--- src/rtl/reg_file_pkg.sv ---
// Shared sizing for the register file: defaults, address-width helper, busy-vector type.
package reg_file_pkg;
   localparam int DEF_WIDTH = 16;
   localparam int DEF_DEPTH = 8;

   function automatic int addr_w(input int depth);
      return (depth < 2) ? 1 : $clog2(depth);
   endfunction

   typedef logic [DEF_DEPTH-1:0] busy_vec_t;
endpackage

--- src/rtl/reg_file_sb_if.sv ---
// Decode/writeback-side bus of the scoreboarded register file.
interface reg_file_sb_if
   import reg_file_pkg::*;
#(
   parameter int WIDTH = DEF_WIDTH,
   parameter int DEPTH = DEF_DEPTH
) ();
   localparam int AW = addr_w(DEPTH);

   logic [AW-1:0]    rd_addr_a;
   logic [WIDTH-1:0] rd_data_a;
   logic             busy_a;
   logic [AW-1:0]    rd_addr_b;
   logic [WIDTH-1:0] rd_data_b;
   logic             busy_b;
   logic             write;
   logic [AW-1:0]    wr_addr;
   logic [WIDTH-1:0] wr_data;
   logic             claim;
   logic [AW-1:0]    claim_addr;
   logic [AW:0]      busy_count;

   modport master (
      output rd_addr_a, rd_addr_b, write, wr_addr, wr_data, claim, claim_addr,
      input  rd_data_a, busy_a, rd_data_b, busy_b, busy_count
   );
   modport slave (
      input  rd_addr_a, rd_addr_b, write, wr_addr, wr_data, claim, claim_addr,
      output rd_data_a, busy_a, rd_data_b, busy_b, busy_count
   );
endinterface

--- src/rtl/reg_file_entry.sv ---
// One storage word plus its busy bit; write and claim are active-low, claim wins on busy.
module reg_file_entry #(
   parameter int WIDTH = 16
) (
   input  logic             clk,
   input  logic             reset,
   input  logic             write,
   input  logic             claim,
   input  logic [WIDTH-1:0] wr_data,
   output logic [WIDTH-1:0] data,
   output logic             busy
);
   always_ff @(posedge clk or negedge reset) begin
      if (!reset) begin
         data <= '0;
         busy <= 1'b0;
      end else begin
         if (!write) begin
            data <= wr_data;
            busy <= 1'b0;
         end
         // A same-edge claim models a newer producer, so it overrides the clear.
         if (!claim)
            busy <= 1'b1;
      end
   end
endmodule

--- src/rtl/reg_file_sb.sv ---
// Register file with per-entry busy scoreboard, two async read ports and a registered busy count.
// Define REG_FILE_BYPASS_EN to forward same-cycle write data/busy to the read ports.
module reg_file_sb
   import reg_file_pkg::*;
#(
   parameter int WIDTH = DEF_WIDTH,
   parameter int DEPTH = DEF_DEPTH
) (
   input  logic        clk,
   input  logic        reset,
   reg_file_sb_if.slave bus
);
   localparam int AW = addr_w(DEPTH);

   logic [DEPTH-1:0][WIDTH-1:0] mem;
   logic [DEPTH-1:0]            busy;
   logic [DEPTH-1:0]            busy_nxt;
   logic [DEPTH-1:0]            we_n;
   logic [DEPTH-1:0]            cl_n;
   logic [AW:0]                 cnt_nxt;
   logic [AW:0]                 cnt_q;

   always_comb begin
      for (int i = 0; i < DEPTH; i++) begin
         we_n[i]     = bus.write | (bus.wr_addr != AW'(i));
         cl_n[i]     = bus.claim | (bus.claim_addr != AW'(i));
         busy_nxt[i] = !cl_n[i] ? 1'b1 : (!we_n[i] ? 1'b0 : busy[i]);
      end
   end

   for (genvar g = 0; g < DEPTH; g++) begin : g_ent
      reg_file_entry #(.WIDTH(WIDTH)) u_ent (
         .clk     (clk),
         .reset   (reset),
         .write   (we_n[g]),
         .claim   (cl_n[g]),
         .wr_data (bus.wr_data),
         .data    (mem[g]),
         .busy    (busy[g])
      );
   end

   // Count is the popcount of the post-edge busy vector, so it can never wrap.
   always_comb begin
      cnt_nxt = '0;
      for (int i = 0; i < DEPTH; i++)
         cnt_nxt = cnt_nxt + (AW+1)'(busy_nxt[i]);
   end

   always_ff @(posedge clk or negedge reset) begin
      if (!reset) cnt_q <= '0;
      else        cnt_q <= cnt_nxt;
   end

   assign bus.busy_count = cnt_q;

`ifdef REG_FILE_BYPASS_EN
   always_comb begin
      bus.rd_data_a = mem[bus.rd_addr_a];
      bus.busy_a    = busy[bus.rd_addr_a];
      bus.rd_data_b = mem[bus.rd_addr_b];
      bus.busy_b    = busy[bus.rd_addr_b];
      // Gated by reset so the ports read zero while reset is held.
      if (reset && !bus.write && bus.wr_addr == bus.rd_addr_a) begin
         bus.rd_data_a = bus.wr_data;
         bus.busy_a    = !bus.claim && bus.claim_addr == bus.rd_addr_a;
      end
      if (reset && !bus.write && bus.wr_addr == bus.rd_addr_b) begin
         bus.rd_data_b = bus.wr_data;
         bus.busy_b    = !bus.claim && bus.claim_addr == bus.rd_addr_b;
      end
   end
`else
   assign bus.rd_data_a = mem[bus.rd_addr_a];
   assign bus.busy_a    = busy[bus.rd_addr_a];
   assign bus.rd_data_b = mem[bus.rd_addr_b];
   assign bus.busy_b    = busy[bus.rd_addr_b];
`endif
endmodule
--- src/flat_wrapper.sv ---
// flat-port wrapper written by rule: the top's interface ports become plain ports
module reg_file_sb_flat import reg_file_pkg::*;
#(
   parameter int WIDTH = DEF_WIDTH,
   parameter int DEPTH = DEF_DEPTH
)
  (clk, reset, bus_rd_addr_a, bus_rd_addr_b, bus_write, bus_wr_addr, bus_wr_data, bus_claim, bus_claim_addr, bus_rd_data_a, bus_busy_a, bus_rd_data_b, bus_busy_b, bus_busy_count);
  reg_file_sb_if #(.WIDTH(WIDTH), .DEPTH(DEPTH)) bus_i ();
  input  logic clk;
  input  logic reset;
  input wire logic [$bits(bus_i.rd_addr_a)-1:0] bus_rd_addr_a;
  input wire logic [$bits(bus_i.rd_addr_b)-1:0] bus_rd_addr_b;
  input wire logic [$bits(bus_i.write)-1:0] bus_write;
  input wire logic [$bits(bus_i.wr_addr)-1:0] bus_wr_addr;
  input wire logic [$bits(bus_i.wr_data)-1:0] bus_wr_data;
  input wire logic [$bits(bus_i.claim)-1:0] bus_claim;
  input wire logic [$bits(bus_i.claim_addr)-1:0] bus_claim_addr;
  output wire logic [$bits(bus_i.rd_data_a)-1:0] bus_rd_data_a;
  output wire logic [$bits(bus_i.busy_a)-1:0] bus_busy_a;
  output wire logic [$bits(bus_i.rd_data_b)-1:0] bus_rd_data_b;
  output wire logic [$bits(bus_i.busy_b)-1:0] bus_busy_b;
  output wire logic [$bits(bus_i.busy_count)-1:0] bus_busy_count;
  assign bus_i.rd_addr_a = bus_rd_addr_a;
  assign bus_i.rd_addr_b = bus_rd_addr_b;
  assign bus_i.write = bus_write;
  assign bus_i.wr_addr = bus_wr_addr;
  assign bus_i.wr_data = bus_wr_data;
  assign bus_i.claim = bus_claim;
  assign bus_i.claim_addr = bus_claim_addr;
  assign bus_rd_data_a = bus_i.rd_data_a;
  assign bus_busy_a = bus_i.busy_a;
  assign bus_rd_data_b = bus_i.rd_data_b;
  assign bus_busy_b = bus_i.busy_b;
  assign bus_busy_count = bus_i.busy_count;
  reg_file_sb #(.WIDTH(WIDTH), .DEPTH(DEPTH)) u_core (.clk(clk), .reset(reset), .bus(bus_i));
endmodule
--- config.mk ---
export PLATFORM = sky130hd
export DESIGN_NAME = reg_file_sb_flat
export DESIGN_NICKNAME = d
export VERILOG_FILES = /design/src/rtl/reg_file_pkg.sv /design/src/rtl/reg_file_sb_if.sv /design/src/rtl/reg_file_entry.sv /design/src/rtl/reg_file_sb.sv /design/src/flat_wrapper.sv
export SDC_FILE = /design/constraint.sdc
export NUM_CORES = 1
export LEC_CHECK = 0
export CORE_ASPECT_RATIO = 0.6
export CORE_MARGIN = 1.5
export CORE_UTILIZATION = 32
export DETAILED_ROUTE_END_ITERATION = 10
export GPL_TIMING_DRIVEN = 1
export PLACE_DENSITY = 0.56
export REMOVE_ABC_BUFFERS = 1
export SETUP_SLACK_MARGIN = 0.1
export SLEW_MARGIN = 10
export SYNTH_ARGS = -nofsm -noshare
export SYNTH_HDL_FRONTEND = slang
export SYNTH_SLANG_ARGS = --single-unit
--- constraint.sdc ---
create_clock -name clk -period 2.79 [get_ports clk]
set_input_delay 0.558 -clock clk [delete_from_list [all_inputs] [get_ports clk]]
set_output_delay 0.558 -clock clk [all_outputs]
set_load 0.005 [all_outputs]
==> impl_metrics.toml, run 1 <==
[outcome]
run_status = "complete, but fails checks"
violations = "negative setup slack"

[yosys]
cell_taking_the_most_area_after_synthesis = "dfrtp_1"
post_synth_inst_count = 453
mappedNetlistArea_sq_um = 7650
ys_warn_count = 0
synth.ff_latch_count = 140
post_synth_num_cell_types = 28
synth_sequential_area_ratio_pct = 45.80
yosysTopAreaCellShare_pct = 45.80
synth.area.top_cells = "dfrtp_1, mux2_2, mux4_2"
avgSynthCellArea_sq_um = 16.89

[floorplan]
core-area_sq_um = 23300
rows = 43
ios = 70
dieHeight_um = 122.8
floorplan.die.width_um = 202.6
effective_utilization_at_floorplan_pct = 32.84
design.die.area_sq_um = 24870

[global_route]
grt_antenna_before_repair = 0
maximum_number_of_pins_on_one_net_before_global_route_repair = 73
grt_use_total_pct = 18.18
grt_first_pass_wirelength_um = 32770
gr-total-overflow = 0
grt_pass1_vias = 5108

[timing]
maxSlewViolCount = 0
final_critical_path_setup_slack_ns = -0.2272
layout_min_cycle_time_ns = 3.017
period_share_pct = 108.1
fin_hold_ws_ns = 0.1512
timing.max_slew.rel_slack_pct = 51.66
finalSetupViolations = 3
final-hold-violation-count = 0
maxClockFrequency_mhz = 331.4
setup_repair_after_global_routing_missed_its_margin = "true"
transition_at_the_pin_with_the_smallest_max_transition_slack_ns = 0.7252
timing.clock.skew_ns = 0.004376

[worst_setup_path]
required_worst_endpoint_ns = 3.10
r2r_end = "u_core.bus.busy_count[2]"
timing.critical_path.to_type = "flop"
timing.critical_path.cells = "buf_8 > nor4_4 > o2bb2ai_2 > ha_1 > inv_2 > fa_1 > fa_1 > inv_2 > fa_2 > fa_2 > xor2_1"
worst_path_max_delay_cell = "fa_1"
timing_worst_setup_path_type = "in2reg"
path_max_fanout = 3
rrSetupSlack_ns = -0.07
timing.critical_path.max_delay_family = "adder cells"
cp.arrival_ns = 3.32
timing.critical_path.buf_inv = 3
critical_path.reg2reg.startpoint = "u_core.g_ent[0].u_ent.busy"
reg2reg_depth = 10
crit_path_start_kind = "primary input"
slowest_delay_ns = 0.51

[drt]
post-route-drc-count = 0
route.antenna.remaining_nets = 0
total_length_of_routed_wires_um = 21020
num_vias = 4703
routedWlPerCell_um = 23.41
detail_route.iter0.violations = 202
drt_pass1_iterations = 4
via_per_inst = 5.237

[cts]
clkTransAtPathRegs_ns = 0.06
cts_root_buffer = "clkbuf_16"
number_of_buffers_added_by_the_clock_tree_synthesis_step = 17
cts-htree-levels = 4
tritoncts_clock_tree = "done"
clkSinkCount = 140
insertion_delay_ns = 0.42
clock_tree.buffer_depth = 2
cts_hold_buf = 0

[final_layout]
final_nets = 609
layout-drive-gt1-share_pct = 61.58
area_delta_synth_final_pct = 29.70
antenna-diode-count = 0

[placed_design]
io_buffers = 69
dp_hpwl_um = 13130
pre_cts_ws_ns = -1.247
gp_routability_congestion = 0.8307

[power]
p_leak_nw = 4.133
ir_drop_v = 0.0004509
power_per_cell_area_nw_per_um2 = 728.4
total_power_mw = 7.228

[job]
max_cap_violations = 0

[hold_path]
min_path_type = "in2async"
## kinds of logic after synthesis
group | Yosys count | synth area share, %
buffers and inverters | 47 | 4.073
DFF | 140 | 45.80
AOI/OAI and AO/OA | 13 | 1.456
adders and majority gates | 7 | 1.538
muxes | 230 | 44.65
and+or+nand+nor | 15 | 2.372
xor gates and xnor gates | 1 | 0.1145
## what timing repair did
action,4_1_cts,5_1_grt
pin swaps,9,3
setup endpoints to repair,38,17
resized for setup,76,12
buffers inserted,6,14
cloned,6,0
## state kept, by name, indices dropped and copies added, names as in the netlist
name and cells:
u_core.bus.busy_count 4, u_core.g_ent.u_ent.busy 8, u_core.g_ent.u_ent.data 128
## how the worst max path moves through the flow
stage                   start                       end  slack (ns)  depth (start not counted)
3_5_place_dp        bus_write  u_core.bus.busy_count[2]       -1.25                         11
3_3_place_gp        bus_write  u_core.bus.busy_count[2]       -1.25                         11
4_1_cts        bus_wr_addr[1]  u_core.bus.busy_count[2]       -0.19                         11
5_1_grt        bus_wr_addr[2]  u_core.bus.busy_count[2]       -0.30                         11
2_1_floorplan       bus_write  u_core.bus.busy_count[2]       -1.09                         10
6_report       bus_wr_addr[2]  u_core.bus.busy_count[2]       -0.23                         11
## layout by cell type (no fill, tap or decap), types with 3 or more instances in the layout
cell type	instances
clkdlybuf4s50_1	38
buf_12	16
buf_4	45
mux4_2	68
clkinv_4	3
dlygate4sd2_1	10
mux2_4	18
nor2b_1	3
buf_16	4
nor4b_4	3
clkinvlp_4	5
o2bb2ai_1	4
dlymetal6s2s_1	8
ha_1	3
mux2_2	144
and4bb_2	3
buf_2	5
dfrtp_1	140
inv_1	9
clkbuf_16	17
## synthesized netlist by cell type
cell type and number:
nor4_4 1, o2bb2ai_1 6, buf_2 8, nor2_1 2, nor2b_1 4, buf_6 12, a21oi_1 1, inv_1 11
buf_4 3, ha_1 3, nand2_1 1, a2bb2oi_1 3, buf_1 6, mux4_2 68, clkbuf_2 1, a32o_1 1
mux2_2 146, clkbuf_1 4, buf_8 2, nand4b_2 1, xor2_1 1, fa_1 4, and4bb_2 3, a32oi_1 1
dfrtp_1 140, mux2_4 16, nor4b_4 3, o32ai_1 1
## layout make-up
type / count / area (sq um)
Timing Repair Buffer: 134 / 1494
Clock buffer: 19 / 452.9
Inverter: 11 / 41.29
Fill cell: 2073 / 13370
Multi-Input combinational cell: 266 / 3894
Tap cell: 315 / 394.1
Sequential cell: 140 / 3503
Clock inverter: 13 / 142.6
## stage by stage
step	setup TNS (ns)	area (sq um)	util [%]	cells
final	-0.4242	9922	42.59	898
after detailed placement	-5.050	8889	38.15	840
after global routing	-0.6384	9922	42.59	898
after global placement	-4.993	8889	38.15	840
after floorplan	-3.257	7380	-	417
after CTS	-0.3316	9791	42.03	884
## where the power goes
| group | internal [mW] | switching, mW |
|---|---|---|
| Clock | 1.37 | 0.940 |
| Sequential | 2.50 | 0.338 |
| Combinational | 1.37 | 0.712 |
## metal layers
metal | GRT usage [%] | part of all wire (%)
met2 | 27.44 | 45
met4 | 6.204 | 1.7
met1 | 26.14 | 47
met3 | 3.664 | 5.8
met5 | 0 | 0
Power figures use the tool's default switching activity.
==> run 2: changes to the inputs <==
--- a/config.mk
+++ b/config.mk
@@ -8,6 +8,7 @@
 export CORE_ASPECT_RATIO = 0.6
 export CORE_MARGIN = 1.5
 export CORE_UTILIZATION = 32
+export CTS_CLUSTER_SIZE = 14
 export DETAILED_ROUTE_END_ITERATION = 10
 export GPL_TIMING_DRIVEN = 1
 export PLACE_DENSITY = 0.56
==> results of run 2 <==
The final DEF is identical to that of run 1; final timing and power are the same.
==> run 3: changes to the inputs <==
--- a/config.mk
+++ b/config.mk
@@ -5,13 +5,15 @@
 export SDC_FILE = /design/constraint.sdc
 export NUM_CORES = 1
 export LEC_CHECK = 0
+export CELL_PAD_IN_SITES_DETAIL_PLACEMENT = 1
+export CELL_PAD_IN_SITES_GLOBAL_PLACEMENT = 1
 export CORE_ASPECT_RATIO = 0.6
 export CORE_MARGIN = 1.5
 export CORE_UTILIZATION = 32
 export CTS_CLUSTER_SIZE = 14
 export DETAILED_ROUTE_END_ITERATION = 10
 export GPL_TIMING_DRIVEN = 1
-export PLACE_DENSITY = 0.56
+export PLACE_DENSITY = 0.63
 export REMOVE_ABC_BUFFERS = 1
 export SETUP_SLACK_MARGIN = 0.1
 export SLEW_MARGIN = 10
==> impl_metrics.toml, run 3 (synthesis results as in run 1) <==
[final_layout]
final_cell_mix = "mux2_2, dfrtp_1, buf_4"
area_delta_synth_final_pct = 35.02
final_nets = 643
layout-drive-gt1-share_pct = 62.72
layout.cells.most_common = "mux2_2"
largest_reg_flops = 128
max_flop_register = "u_core.g_ent.u_ent.data"

[floorplan]
design.die.area_sq_um = 24870
dieHeight_um = 122.8
core-area_sq_um = 23300
effective_utilization_at_floorplan_pct = 32.84
floorplan.die.width_um = 202.6
rows = 43
ios = 70

[timing]
layout_min_cycle_time_ns = 3.035
maxSlewViolCount = 0
final-hold-violation-count = 0
transition_at_the_pin_with_the_smallest_max_transition_slack_ns = 0.5741
finalSetupViolations = 2
fin_hold_ws_ns = 0.09672
timing.clock.skew_ns = 0.006198
maxClockFrequency_mhz = 329.5
setup_repair_after_global_routing_missed_its_margin = "true"
period_share_pct = 108.8
final_critical_path_setup_slack_ns = -0.2448
timing.max_slew.rel_slack_pct = 61.73

[cts]
number_of_buffers_added_by_the_clock_tree_synthesis_step = 17
cts_root_buffer = "clkbuf_16"
clock_tree.buffer_depth = 2
clkTransAtPathRegs_ns = 0.06
tritoncts_clock_tree = "done"
clkSinkCount = 140
cts-htree-levels = 4
insertion_delay_ns = 0.42

[drt]
routedWlPerCell_um = 25.57
route.antenna.remaining_nets = 0
detail_route.iter0.violations = 273
drt_pass1_iterations = 4
total_length_of_routed_wires_um = 23860
via_per_inst = 5.270
post-route-drc-count = 0
num_vias = 4917

[global_route]
grt_pass1_vias = 5467
gr-total-overflow = 0
maximum_number_of_pins_on_one_net_before_global_route_repair = 56
grt_use_total_pct = 20.29
grt_antenna_before_repair = 1
grt_first_pass_wirelength_um = 35850

[worst_setup_path]
timing_worst_setup_path_type = "in2reg"
slowest_delay_ns = 0.51
required_worst_endpoint_ns = 3.10
path_max_fanout = 5
cp.arrival_ns = 3.35
timing.critical_path.cells = "clkdlybuf4s15_2 > nor2b_2 > o2bb2ai_2 > ha_1 > inv_2 > fa_1 > fa_1 > inv_2 > fa_2 > fa_2 > xor2_1"
worst_path_max_delay_cell = "fa_1"
timing.critical_path.buf_inv = 3
timing.critical_path.to_type = "flop"
crit_path_start_kind = "primary input"
timing.critical_path.max_delay_family = "adder cells"

[placed_design]
io_buffers = 69
dp_hpwl_um = 13140
gp_routability_congestion = 0.8266
pre_cts_ws_ns = -1.361

[hold_path]
min_path_type = "in2async"

[power]
power_per_cell_area_nw_per_um2 = 723.0
ir_drop_v = 0.0004494
p_leak_nw = 4.442
total_power_mw = 7.468

[outcome]
run_status = "complete, but fails checks"
violations = "negative setup slack"

[job]
max_cap_violations = 0
==> run 3: worst reg2reg max path, stage by stage, from the launching register on <==
cell       delay (ns)
dfrtp_1          0.40
inv_1            0.11
o2bb2ai_2        0.07
ha_1             0.30
inv_2            0.04
fa_1             0.47
fa_1             0.51
inv_2            0.04
fa_2             0.35
fa_2             0.35
xor2_1           0.14
==> run 3: repair_timing <==
| action | 4_1_cts | 5_1_grt |
|---|---|---|
| hold buffers | 0 | 0 |
| pin swaps | 10 | 8 |
| gates resized for setup | 76 | 25 |
| cloned | 11 | 1 |
| endpoints found under the setup margin | 38 | 33 |
| hold endpoints to repair | 0 | 0 |
| buffers inserted | 19 | 37 |
==> run 3: where the power goes <==
part / internal [mW] / switching, mW / leakage, nW
logic: 1.43 / 0.775 / 2.47
registers: 2.50 / 0.332 / 1.68
clock network: 1.50 / 0.936 / 0.299
==> run 3: path summary, 6_finish.rpt <==
| check | start | to | slack (ns) | cells past startpoint |
|---|---|---|---|---|
| worst min-delay path | reset | u_core.g_ent[2].u_ent.data[3] | 0.1 | 1 |
| worst min register to register | u_core.g_ent[6].u_ent.data[5] | u_core.g_ent[6].u_ent.data[5] | 0.52 | 1 |
| max in group asynchronous | reset | u_core.g_ent[2].u_ent.data[13] | 2.00 | 2 |
| min in group clk | u_core.g_ent[6].u_ent.data[5] | u_core.g_ent[6].u_ent.data[5] | 0.52 | 1 |
| worst max-delay path | bus_claim_addr[0] | u_core.bus.busy_count[2] | -0.24 | 11 |
| worst max register to register | u_core.g_ent[1].u_ent.busy | u_core.bus.busy_count[2] | -0.09 | 10 |
==> run 3: final cells by class <==
cell class / count / area, sq um
Sequential cell: 140 / 3503
Fill cell: 2268 / 12970
Timing Repair Buffer: 168 / 1894
Inverter: 11 / 41.29
Clock buffer: 17 / 425.4
Tap cell: 315 / 394.1
Clock inverter: 15 / 197.7
Antenna cell: 1 / 2.502
Multi-Input combinational cell: 266 / 3870
==> run 3: metal layers <==
layer / up-vias / track usage [%] / share of wire, %
met3: 21 / 4.992 / 4.4
met4: 0 / 5.463 / 1.1
li1: 2073 / - / -
met2: 120 / 32.06 / 46
met1: 2703 / 28.00 / 48
met5: - / 0 / 0
==> run 3: metrics by stage <==
stage	std cells	util (%)	TNS, ns	area, sq um
2_1_floorplan	417	-	-3.257	7380
3_3_place_gp	838	37.97	-11.25	8846
3_5_place_dp	838	37.97	-11.76	8846
4_1_cts	900	42.90	-0.8421	9995
5_1_grt	932	44.33	-0.5855	10330
6_report	933	44.34	-0.4813	10330
